===== src/rtl/rc4_pkg.sv =====
// ---------------------------------------------------------------------------
// rc4_pkg
// Shared definitions for the RC4 key-search datapath.
//   MSG_LEN_DEFAULT : default encrypted message length in bytes
//   S_AW            : S memory address width (256-entry permutation)
//   MSG_AW          : message ROM / decrypted RAM address width
//   CNT_W           : character counter width (holds MSG_LEN itself)
//   rc4_state_e     : PRGA loop state encoding
// ---------------------------------------------------------------------------
package rc4_pkg;

    localparam int MSG_LEN_DEFAULT = 32;
    localparam int S_AW            = 8;
    localparam int MSG_AW          = 5;
    localparam int CNT_W           = MSG_AW + 1;

    typedef enum logic [3:0] {
        ST_IDLE,
        ST_INC_I,
        ST_WAIT_SI,
        ST_READ_SI,
        ST_WAIT_SJ,
        ST_READ_SJ,
        ST_SWAP_J,
        ST_ADDR_F,
        ST_WAIT_F,
        ST_OUT_CHAR,
        ST_WAIT_ACK,
        ST_NEXT_K,
        ST_DONE
    } rc4_state_e;

endpackage


===== src/rtl/rc4_decrypt_prga_if.sv =====
// ---------------------------------------------------------------------------
// rc4_decrypt_prga_if
// Memory and checker-side signals of the PRGA / decryption loop.
//   S memory     : s_addr, s_wdata, s_wren (to RAM), s_rdata (from RAM)
//   message ROM  : rom_addr (to ROM), rom_rdata (from ROM)
//   decrypted RAM: d_addr, d_wdata, d_wren (to RAM)
//   checker      : new_char, char_out, char_count, done (to checker),
//                  compared_char (from checker)
// Modports: master = PRGA block, slave = memories / checker side.
//
// Checker handshake: new_char is a one-cycle valid pulse; char_out is
// stable from that pulse until the next one. compared_char acts as ready /
// acknowledge and is only looked at while the loop waits for it (after the
// new_char pulse has been issued); an earlier acknowledge is dropped.
// ---------------------------------------------------------------------------
interface rc4_decrypt_prga_if;
    import rc4_pkg::*;

    logic [S_AW-1:0]   s_addr;
    logic [7:0]        s_wdata;
    logic              s_wren;
    logic [7:0]        s_rdata;

    logic [MSG_AW-1:0] rom_addr;
    logic [7:0]        rom_rdata;

    logic [MSG_AW-1:0] d_addr;
    logic [7:0]        d_wdata;
    logic              d_wren;

    logic              new_char;
    logic [7:0]        char_out;
    logic              compared_char;
    logic [CNT_W-1:0]  char_count;
    logic              done;

    modport master (
        output s_addr, s_wdata, s_wren,
        input  s_rdata,
        output rom_addr,
        input  rom_rdata,
        output d_addr, d_wdata, d_wren,
        output new_char, char_out, char_count, done,
        input  compared_char
    );

    modport slave (
        input  s_addr, s_wdata, s_wren,
        output s_rdata,
        input  rom_addr,
        output rom_rdata,
        input  d_addr, d_wdata, d_wren,
        input  new_char, char_out, char_count, done,
        output compared_char
    );

endinterface


===== src/rtl/rc4_decrypt_prga.sv =====
// ---------------------------------------------------------------------------
// rc4_decrypt_prga
// RC4 keystream generation + decryption loop. For each message byte k it
// steps i/j through S, swaps s[i]/s[j], reads s[si+sj] as keystream, XORs
// it with ciphertext byte k, writes the plaintext to the decrypted RAM and
// offers it to the character checker.
//
// Ports:
//   clk        : system clock, rising edge
//   resetm     : asynchronous active-low reset
//   start      : begin decryption (sampled in IDLE only)
//   start_over : synchronous abort to IDLE, highest priority
//   bus        : rc4_decrypt_prga_if.master (S memory, ROM, decrypted RAM,
//                checker handshake)
//   state_dbg  : current FSM state, for observation only
//
// Parameter MSG_LEN: message length in bytes (1..32).
//
// Build option RC4_ACK_WAIT_EN: when defined, WAIT_ACK holds until the
// checker returns compared_char. When undefined, WAIT_ACK lasts one cycle
// and compared_char is ignored (standalone decryption).
//
// Memory timing: S RAM and ROM answer on the second clock edge after the
// address register is loaded, hence a WAIT state between every address
// state and the state that consumes the data.
// ---------------------------------------------------------------------------
module rc4_decrypt_prga
    import rc4_pkg::*;
#(
    parameter int MSG_LEN = MSG_LEN_DEFAULT
)
(
    input  logic                      clk,
    input  logic                      resetm,
    input  logic                      start,
    input  logic                      start_over,
    rc4_decrypt_prga_if.master        bus,
    output rc4_state_e                state_dbg
);

    rc4_state_e state, state_n;

    logic [7:0]        i, j, si, sj;
    logic [CNT_W-1:0]  k, k_inc;

    logic [S_AW-1:0]   s_addr_q;
    logic [7:0]        s_wdata_q;
    logic              s_wren_q;
    logic [MSG_AW-1:0] rom_addr_q;
    logic [MSG_AW-1:0] d_addr_q;
    logic [7:0]        d_wdata_q;
    logic              d_wren_q;
    logic              new_char_q;
    logic [7:0]        char_out_q;
    logic [7:0]        plain;
    logic              done_c;

    assign k_inc = k + 1'b1;
    assign plain = bus.s_rdata ^ bus.rom_rdata;

    // ---------------- state register ----------------
    always_ff @(posedge clk or negedge resetm) begin
        if (!resetm) state <= ST_IDLE;
        else         state <= state_n;
    end

    // ---------------- next-state logic ----------------
    always_comb begin
        state_n = state;
        if (start_over) begin
            state_n = ST_IDLE;
        end else begin
            case (state)
                ST_IDLE:     if (start) state_n = ST_INC_I;
                ST_INC_I:    state_n = ST_WAIT_SI;
                ST_WAIT_SI:  state_n = ST_READ_SI;
                ST_READ_SI:  state_n = ST_WAIT_SJ;
                ST_WAIT_SJ:  state_n = ST_READ_SJ;
                ST_READ_SJ:  state_n = ST_SWAP_J;
                ST_SWAP_J:   state_n = ST_ADDR_F;
                ST_ADDR_F:   state_n = ST_WAIT_F;
                ST_WAIT_F:   state_n = ST_OUT_CHAR;
                ST_OUT_CHAR: state_n = ST_WAIT_ACK;
`ifdef RC4_ACK_WAIT_EN
                ST_WAIT_ACK: if (bus.compared_char) state_n = ST_NEXT_K;
`else
                ST_WAIT_ACK: state_n = ST_NEXT_K;
`endif
                ST_NEXT_K:   state_n = (k_inc == CNT_W'(MSG_LEN)) ? ST_DONE : ST_INC_I;
                ST_DONE:     state_n = ST_DONE;
                default:     state_n = ST_IDLE;
            endcase
        end
    end

    // ---------------- state-decoded outputs ----------------
    always_comb begin
        done_c    = (state == ST_DONE);
        state_dbg = state;
    end

`ifndef RC4_ACK_WAIT_EN
    // Free-running build: the acknowledge is intentionally not consumed.
    logic ack_unused;
    assign ack_unused = bus.compared_char;
`endif

    // ---------------- datapath registers ----------------
    // start_over clears the loop indices and all strobes but leaves
    // char_out, si/sj and the address registers as they were.
    always_ff @(posedge clk or negedge resetm) begin
        if (!resetm) begin
            i          <= '0;
            j          <= '0;
            si         <= '0;
            sj         <= '0;
            k          <= '0;
            s_addr_q   <= '0;
            s_wdata_q  <= '0;
            s_wren_q   <= 1'b0;
            rom_addr_q <= '0;
            d_addr_q   <= '0;
            d_wdata_q  <= '0;
            d_wren_q   <= 1'b0;
            new_char_q <= 1'b0;
            char_out_q <= '0;
        end else if (start_over) begin
            i          <= '0;
            j          <= '0;
            k          <= '0;
            s_wren_q   <= 1'b0;
            d_wren_q   <= 1'b0;
            new_char_q <= 1'b0;
        end else begin
            case (state)
                ST_IDLE: begin
                    if (start) begin
                        i <= '0;
                        j <= '0;
                        k <= '0;
                    end
                end
                ST_INC_I: begin
                    i        <= i + 8'd1;
                    s_addr_q <= i + 8'd1;
                end
                ST_READ_SI: begin
                    si       <= bus.s_rdata;
                    j        <= j + bus.s_rdata;
                    s_addr_q <= j + bus.s_rdata;
                end
                ST_READ_SJ: begin
                    // First half of the swap: s[i] <= s[j].
                    sj        <= bus.s_rdata;
                    s_addr_q  <= i;
                    s_wdata_q <= bus.s_rdata;
                    s_wren_q  <= 1'b1;
                end
                ST_SWAP_J: begin
                    // Second half of the swap: s[j] <= old s[i].
                    s_addr_q  <= j;
                    s_wdata_q <= si;
                    s_wren_q  <= 1'b1;
                end
                ST_ADDR_F: begin
                    s_wren_q   <= 1'b0;
                    s_addr_q   <= si + sj;
                    rom_addr_q <= k[MSG_AW-1:0];
                end
                ST_OUT_CHAR: begin
                    char_out_q <= plain;
                    d_addr_q   <= k[MSG_AW-1:0];
                    d_wdata_q  <= plain;
                    d_wren_q   <= 1'b1;
                    new_char_q <= 1'b1;
                end
                ST_WAIT_ACK: begin
                    new_char_q <= 1'b0;
                    d_wren_q   <= 1'b0;
                end
                ST_NEXT_K: begin
                    k <= k_inc;
                end
                default: ;
            endcase
        end
    end

    assign bus.s_addr     = s_addr_q;
    assign bus.s_wdata    = s_wdata_q;
    assign bus.s_wren     = s_wren_q;
    assign bus.rom_addr   = rom_addr_q;
    assign bus.d_addr     = d_addr_q;
    assign bus.d_wdata    = d_wdata_q;
    assign bus.d_wren     = d_wren_q;
    assign bus.new_char   = new_char_q;
    assign bus.char_out   = char_out_q;
    assign bus.char_count = k;
    assign bus.done       = done_c;

endmodule


===== src/flat_wrapper.sv =====
// flat-port wrapper written by rule: the top's interface ports become plain ports
module rc4_decrypt_prga_flat import rc4_pkg::*;
#(
    parameter int MSG_LEN = MSG_LEN_DEFAULT
)
  (clk, resetm, start, start_over, state_dbg, bus_s_addr, bus_s_wdata, bus_s_wren, bus_s_rdata, bus_rom_addr, bus_rom_rdata, bus_d_addr, bus_d_wdata, bus_d_wren, bus_new_char, bus_char_out, bus_char_count, bus_done, bus_compared_char);
  rc4_decrypt_prga_if bus_i ();
  input  logic clk;
  input  logic resetm;
  input  logic start;
  input  logic start_over;
  output rc4_state_e state_dbg;
  output wire logic [$bits(bus_i.s_addr)-1:0] bus_s_addr;
  output wire logic [$bits(bus_i.s_wdata)-1:0] bus_s_wdata;
  output wire logic [$bits(bus_i.s_wren)-1:0] bus_s_wren;
  input wire logic [$bits(bus_i.s_rdata)-1:0] bus_s_rdata;
  output wire logic [$bits(bus_i.rom_addr)-1:0] bus_rom_addr;
  input wire logic [$bits(bus_i.rom_rdata)-1:0] bus_rom_rdata;
  output wire logic [$bits(bus_i.d_addr)-1:0] bus_d_addr;
  output wire logic [$bits(bus_i.d_wdata)-1:0] bus_d_wdata;
  output wire logic [$bits(bus_i.d_wren)-1:0] bus_d_wren;
  output wire logic [$bits(bus_i.new_char)-1:0] bus_new_char;
  output wire logic [$bits(bus_i.char_out)-1:0] bus_char_out;
  output wire logic [$bits(bus_i.char_count)-1:0] bus_char_count;
  output wire logic [$bits(bus_i.done)-1:0] bus_done;
  input wire logic [$bits(bus_i.compared_char)-1:0] bus_compared_char;
  assign bus_s_addr = bus_i.s_addr;
  assign bus_s_wdata = bus_i.s_wdata;
  assign bus_s_wren = bus_i.s_wren;
  assign bus_i.s_rdata = bus_s_rdata;
  assign bus_rom_addr = bus_i.rom_addr;
  assign bus_i.rom_rdata = bus_rom_rdata;
  assign bus_d_addr = bus_i.d_addr;
  assign bus_d_wdata = bus_i.d_wdata;
  assign bus_d_wren = bus_i.d_wren;
  assign bus_new_char = bus_i.new_char;
  assign bus_char_out = bus_i.char_out;
  assign bus_char_count = bus_i.char_count;
  assign bus_done = bus_i.done;
  assign bus_i.compared_char = bus_compared_char;
  rc4_decrypt_prga #(.MSG_LEN(MSG_LEN)) u_core (.clk(clk), .resetm(resetm), .start(start), .start_over(start_over), .bus(bus_i), .state_dbg(state_dbg));
endmodule

===== config.mk =====
export PLATFORM = sky130hd
export DESIGN_NAME = rc4_decrypt_prga_flat
export DESIGN_NICKNAME = d
export VERILOG_FILES = /design/src/rtl/rc4_pkg.sv /design/src/rtl/rc4_decrypt_prga_if.sv /design/src/rtl/rc4_decrypt_prga.sv /design/src/flat_wrapper.sv
export SDC_FILE = /design/constraint.sdc
export NUM_CORES = 1
export LEC_CHECK = 0
export CORE_MARGIN = 2
export CORE_UTILIZATION = 24
export CTS_CLUSTER_DIAMETER = 40
export DETAILED_ROUTE_END_ITERATION = 7
export GPL_TIMING_DRIVEN = 1
export PLACE_DENSITY = 0.4
export RECOVER_POWER = 50
export SLEW_MARGIN = 10
export SYNTH_ARGS = -nofsm -noshare
export SYNTH_HDL_FRONTEND = slang
export SYNTH_SLANG_ARGS = --single-unit

===== constraint.sdc =====
create_clock -name clk -period 2.3 [get_ports clk]
set_clock_uncertainty 0.1 [all_clocks]
set_input_delay 0.69 -clock clk [delete_from_list [all_inputs] [get_ports clk]]
set_output_delay 0.69 -clock clk [all_outputs]
set_load 0.05 [all_outputs]

# After elaboration in Yosys (flattened, before gate mapping)
# Cells that the tools add are included.
[word_totals] regBits=78 in_bits=21 wordCells=69
[op_classes] add_sub_neg=4 n_eq_ne=14 mux=18 bitwise_logic=2 n_reduce_logical=18
[op_table] op="$pmux W4 S13" count=1
[op_table] op="$pmux W8 S2" count=3
[op_table] op="$pmux W8 S5" count=1
[op_table] op="$mux W8" count=3
[op_table] op="$eq A4 B4 Y1 const B" count=5
[op_table] op="$reduce_and A2 Y1" count=9
[op_table] op="$add A8 B8 Y8" count=2
[op_table] op="$eq A4 B3 Y1 const B" count=4
[op_table] op="$reduce_bool A3 Y1" count=5
[op_table] op="$mux W4" count=3
[op_table] op="$mux W6" count=2
[op_table] op="$pmux W6 S2" count=1
[op_table] op="$add A8 B1 Y8 const B" count=1
[op_table] op="$eq A4 B2 Y1 const B" count=2
[op_table] op="$xor A8 B8 Y8" count=1
[op_table] op="$add A6 B1 Y6 const B" count=1
[op_table] op="$eq A6 B6 Y1 const B" count=1
[op_table] op="$reduce_bool A5 Y1" count=1
[op_table] op="$eq A4 B1 Y1 const B" count=1
[op_table] op="$logic_not A4 Y1" count=1
[op_table] op="$pmux W1 S2" count=2
[op_table] op="$ne A3 B3 Y1 const B" count=1
[op_table] op="$mux W1" count=2
[op_table] op="$reduce_bool A2 Y1" count=1
[op_table] op="2 further kinds" count=2

# Depth between registers and ports, before layout
[depth] ltp_word=5 depth_mapped=8 ltp_nobuf=8

# Least setup slack after synthesis
# OpenSTA, ideal clock, no wires.
[synth_path] kind="register to output" from="register u_core.state[3] (netlist: u_core.state_dbg[3])" to="output port bus_done" arrival_ps=1740 slack_ps=-230 stages_incl_launch_ff=4 n_path_buf=2 path_cell_list="dfrtp_1 > buf_2 > clkbuf_1 > and3_1"
[synth_between] elab_chain_cells=1
[synth_rtl] element="start: declaration" line="rc4_decrypt_prga.sv:41" text="rc4_state_e state, state_n;"
[synth_rtl] element="start signal: assignment" line="rc4_decrypt_prga.sv:64" text="else state <= state_n;"
[synth_rtl] element="$eq A4 B4 Y1" line="rc4_decrypt_prga.sv:98" text="done_c = (state == ST_DONE);"
[synth_rtl] element="end: declaration" line="flat_wrapper.sv:25" text="output wire logic [$bits(bus_i.done)-1:0] bus_done;"
# No other way between the ends.

# Worst setup path after layout
[layout_path] from="input port bus_s_rdata[0]" to="register u_core.s_addr_q[6] (netlist: u_core.bus.s_addr[6])"
[layout_between] elab_chain_cells=2
[layout_rtl] element="start: declaration" line="flat_wrapper.sv:16" text="input wire logic [$bits(bus_i.s_rdata)-1:0] bus_s_rdata;"
[layout_rtl] element="$add A8 B8 Y8" line="rc4_decrypt_prga.sv:150" text="s_addr_q <= j + bus.s_rdata;"
[layout_rtl] element="$pmux W8 S5" line="rc4_decrypt_prga.sv:135" text="case (state)"
[layout_rtl] element="end signal: assignment" line="rc4_decrypt_prga.sv:145" text="s_addr_q <= i + 8'd1;"
[layout_rtl] element="end signal: assignment" line="rc4_decrypt_prga.sv:150"
[layout_rtl] element="end signal: assignment" line="rc4_decrypt_prga.sv:155" text="s_addr_q <= i;"
[layout_rtl] element="end: declaration" line="rc4_decrypt_prga.sv:46" text="logic [S_AW-1:0] s_addr_q;"
# No other way between the ends.
# A chain may end at the register's enable or synchronous reset.

==> results.toml <==
[logic_synthesis]
yosysMostFrequentCell = "dfrtp_1"
synth_xor_area_frac = 0.05415
synth_common_cells = "78 x dfrtp_1, 49 x o21ai_0, 33 x nor2_1"
synth_flop_cell = "dfrtp_1"
synth_seq_cells = 78
synth_area_leader_cell = "dfrtp_1"
ys_types = 50
synthArstFlopShare = 1.000
synthMuxAreaShare = 0.09713
synth_top_family_by_area = "compound AO/OA/AOI/OAI gates"
synth_simple_gate_area_frac = 0.1201
synth_edf_count = 0
yosysSeqAreaShare = 0.4470
avgSynthCellArea_um2 = 10.11
synth_fa_ha_area_frac = 0.05501
synthesis.nets = 471
netlist_area_um2 = 4367
ys_top_cells_by_area = "dfrtp_1 45%, o21ai_0 5.6%, mux2_2 4.9%, ha_1 4.6%, xnor2_1 4.2%"
ys_warn_count = 0
synth_cells = 432
yosys.area.top_type_share = 0.4470
synth_compound_area_frac = 0.1868

[timing]
max_freq_ghz = 0.4511
tightest_slew_ns = 1.150
hold_viol = 0
finalMaxSlewViolations = 0
rsz0062_at_grt = "yes"
setup_tns_ns = 0
slew_headroom = 0.2333
setup_viol = 0
fin_crit_sh = 0.9638
finalCriticalPeriod_ns = 2.217
setup_ws_ns = 0.08323

[power_and_ir_drop]
p_per_area_nw_per_um2 = 792.2
p_clk_frac = 0.332
seqPwrFrac = 0.363
p_int_w = 0.003062
power_frac_comb = 0.304
power_w = 0.004677
power_switching_w = 0.001615
irDropWorstVdd_v = 0.0003180
sw_frac_of_total = 0.3453
power.leakage_nw = 2.646

[clocking]
cts_num_sinks = 78
clk_latency_ns = 0.34
path_clk_slew_ns = 0.06
cts_root_buf = "clkbuf_16"
cts_hold_buffers = 0
cts_buffers = 9
cts_tree = "yes"
clk_path_buf_depth = 2
htree_levels = 3

[finish]
nets = 583
diodes = 0
final_area_um2 = 5904
final_layout_size_suffix_gt1_frac = 0.2678
fillers = 1881
multi_input_area_um2 = 2338
stdcell_count = 778
regArea_um2 = 1953
area_growth_pct = 35.21

[placed_design]
place_hpwl_um = 9149
place_inst = 759
gp_congestion = 0.7950
place_area_um2 = 5605
pre_cts_ws_ns = -0.6441
io_buffer_count = 75

[grt]
grt_pass1_wl_um = 20540
grt_antenna_before_repair = 0
grt_use_total = 0.1347
overflow = 0
grt_max_degree = 79
grt_pass1_vias = 3841

[worst_setup_path]
cp_max_fo = 3
cp-start-kind = "primary input"
critPathKind = "primary input to flip-flop"
cp.required_ns = 2.43
cp.arrival_ns = 2.35
end_kind = "flip-flop"

[route]
drc_errors = 0
drt-vias-per-instance = 4.686
vias = 3646
ant_nets = 0
initialDrtViolationCount = 219
wl_per_cell_um = 15.99
wirelength_um = 12440
drt_pre_antenna_iters = 4

[floorplanning]
die_w_um = 138.9
start_util = 0.2439
die_y_um = 138.9
die_area_um2 = 19290
io_pins = 77
core.rowCount = 49
core_um2 = 17900

[hold_path]
hold_class = "flip-flop to flip-flop"

[status]
outcome = "completed"

[flow_run]
max-cap-violations = 0
==> timing repair <==
item | in CTS | in global routing
endpoints found under the setup margin | 13 | 9
pin swaps | 1 | 10
setup buffers | 0 | 3
resized for setup | 10 | 21
cloned | 0 | 0
==> registers in the layout (all words and copies together), names as in the netlist, 5 cells and up <==
register,count
u_core.j,8
u_core.i,8
u_core.bus.s_wdata,8
u_core.bus.d_addr,5
u_core.sj,8
u_core.bus.char_count,6
u_core.bus.rom_addr,5
u_core.si,8
u_core.bus.s_addr,8
u_core.bus.d_wdata,8
==> logic make-up after synthesis <==
kind of cell	count (synthesis)
AND/OR/NAND/NOR	110
multiplexers	36
AO/OA/AOI/OAI	131
adder cells (fa/ha/maj)	18
XOR/XNOR	27
flip-flops	78
buffers and inverters	32
==> stage by stage <==
step / hold slack, ns / utilization
2_1_floorplan: 0.2944 / -
3_3_place_gp: 0.3920 / 0.3131
3_5_place_dp: 0.3948 / 0.3131
4_1_cts: 0.2935 / 0.3312
5_1_grt: 0.4292 / 0.3298
6_report: 0.4073 / 0.3298
==> power groups by stage <==
stage,Combinational (W),Clock (W),Sequential (W)
2_1_floorplan,0.000623,0,0.00201
3_3_place_gp,0.00144,0,0.00173
3_5_place_dp,0.00145,0,0.00173
4_1_cts,0.00147,0.00159,0.00171
5_1_grt,0.00156,0.00165,0.00173
6_report,0.00142,0.00156,0.00170
==> per-layer routing <==
metal / up-vias / track usage / routed length, µm
met4: 0 / 0.05742 / 283
met5: - / 0 / 0
li1: 1784 / - / -
met2: 66 / 0.2167 / 5922
met3: 16 / 0.02486 / 393
met1: 1780 / 0.1782 / 5841
==> path summary, 6_finish.rpt <==
| path | startpoint | cells past startpoint | slack (ns) | end |
|---|---|---|---|---|
| max in group asynchronous | resetm | 2 | 0.74 | u_core.state_dbg[3] |
| max | bus_s_rdata[0] | 9 | 0.08 | u_core.bus.s_addr[6] |
| min reg2reg | u_core.bus.d_wdata[4] | 2 | 0.41 | u_core.bus.d_wdata[4] |
| max reg2reg | u_core.j[0] | 8 | 0.10 | u_core.bus.s_addr[6] |
| min in group asynchronous | resetm | 2 | 0.60 | u_core.i[5] |
| min | u_core.bus.d_wdata[4] | 2 | 0.41 | u_core.bus.d_wdata[4] |
==> placed cells by master (no fill, tap or decap), types with 8 or more instances in the layout <==
| cell type | count |
|---|---|
| clkbuf_16 | 9 |
| a21oi_1 | 26 |
| mux2_2 | 19 |
| clkbuf_1 | 27 |
| nor2_1 | 33 |
| dfrtp_1 | 77 |
| xnor2_1 | 21 |
| buf_4 | 74 |
| mux2_4 | 8 |
| clkdlybuf4s50_1 | 11 |
| nand2_1 | 32 |
| ha_1 | 12 |
| nand3_1 | 14 |
| mux2i_1 | 9 |
| o21ai_0 | 49 |
==> critical path, stage by stage <==
cell and delay, ns:
buf_6 0.10, ha_4 0.15, fa_2 0.39, a211oi_2 0.24, o21bai_1 0.10, a21oi_1 0.18, xnor2_1 0.12, a221oi_2 0.31
nor2_1 0.06
==> final cells by class <==
cell class	instances	area share
Inverter	4	0.002543
Clock buffer	11	0.03942
Multi-Input combinational cell	322	0.3961
Sequential cell	78	0.3308
Clock inverter	5	0.01420
Tap cell	229	0.04853
Timing Repair Buffer	129	0.1685
No activity file was read; power rests on OpenSTA's default activity.
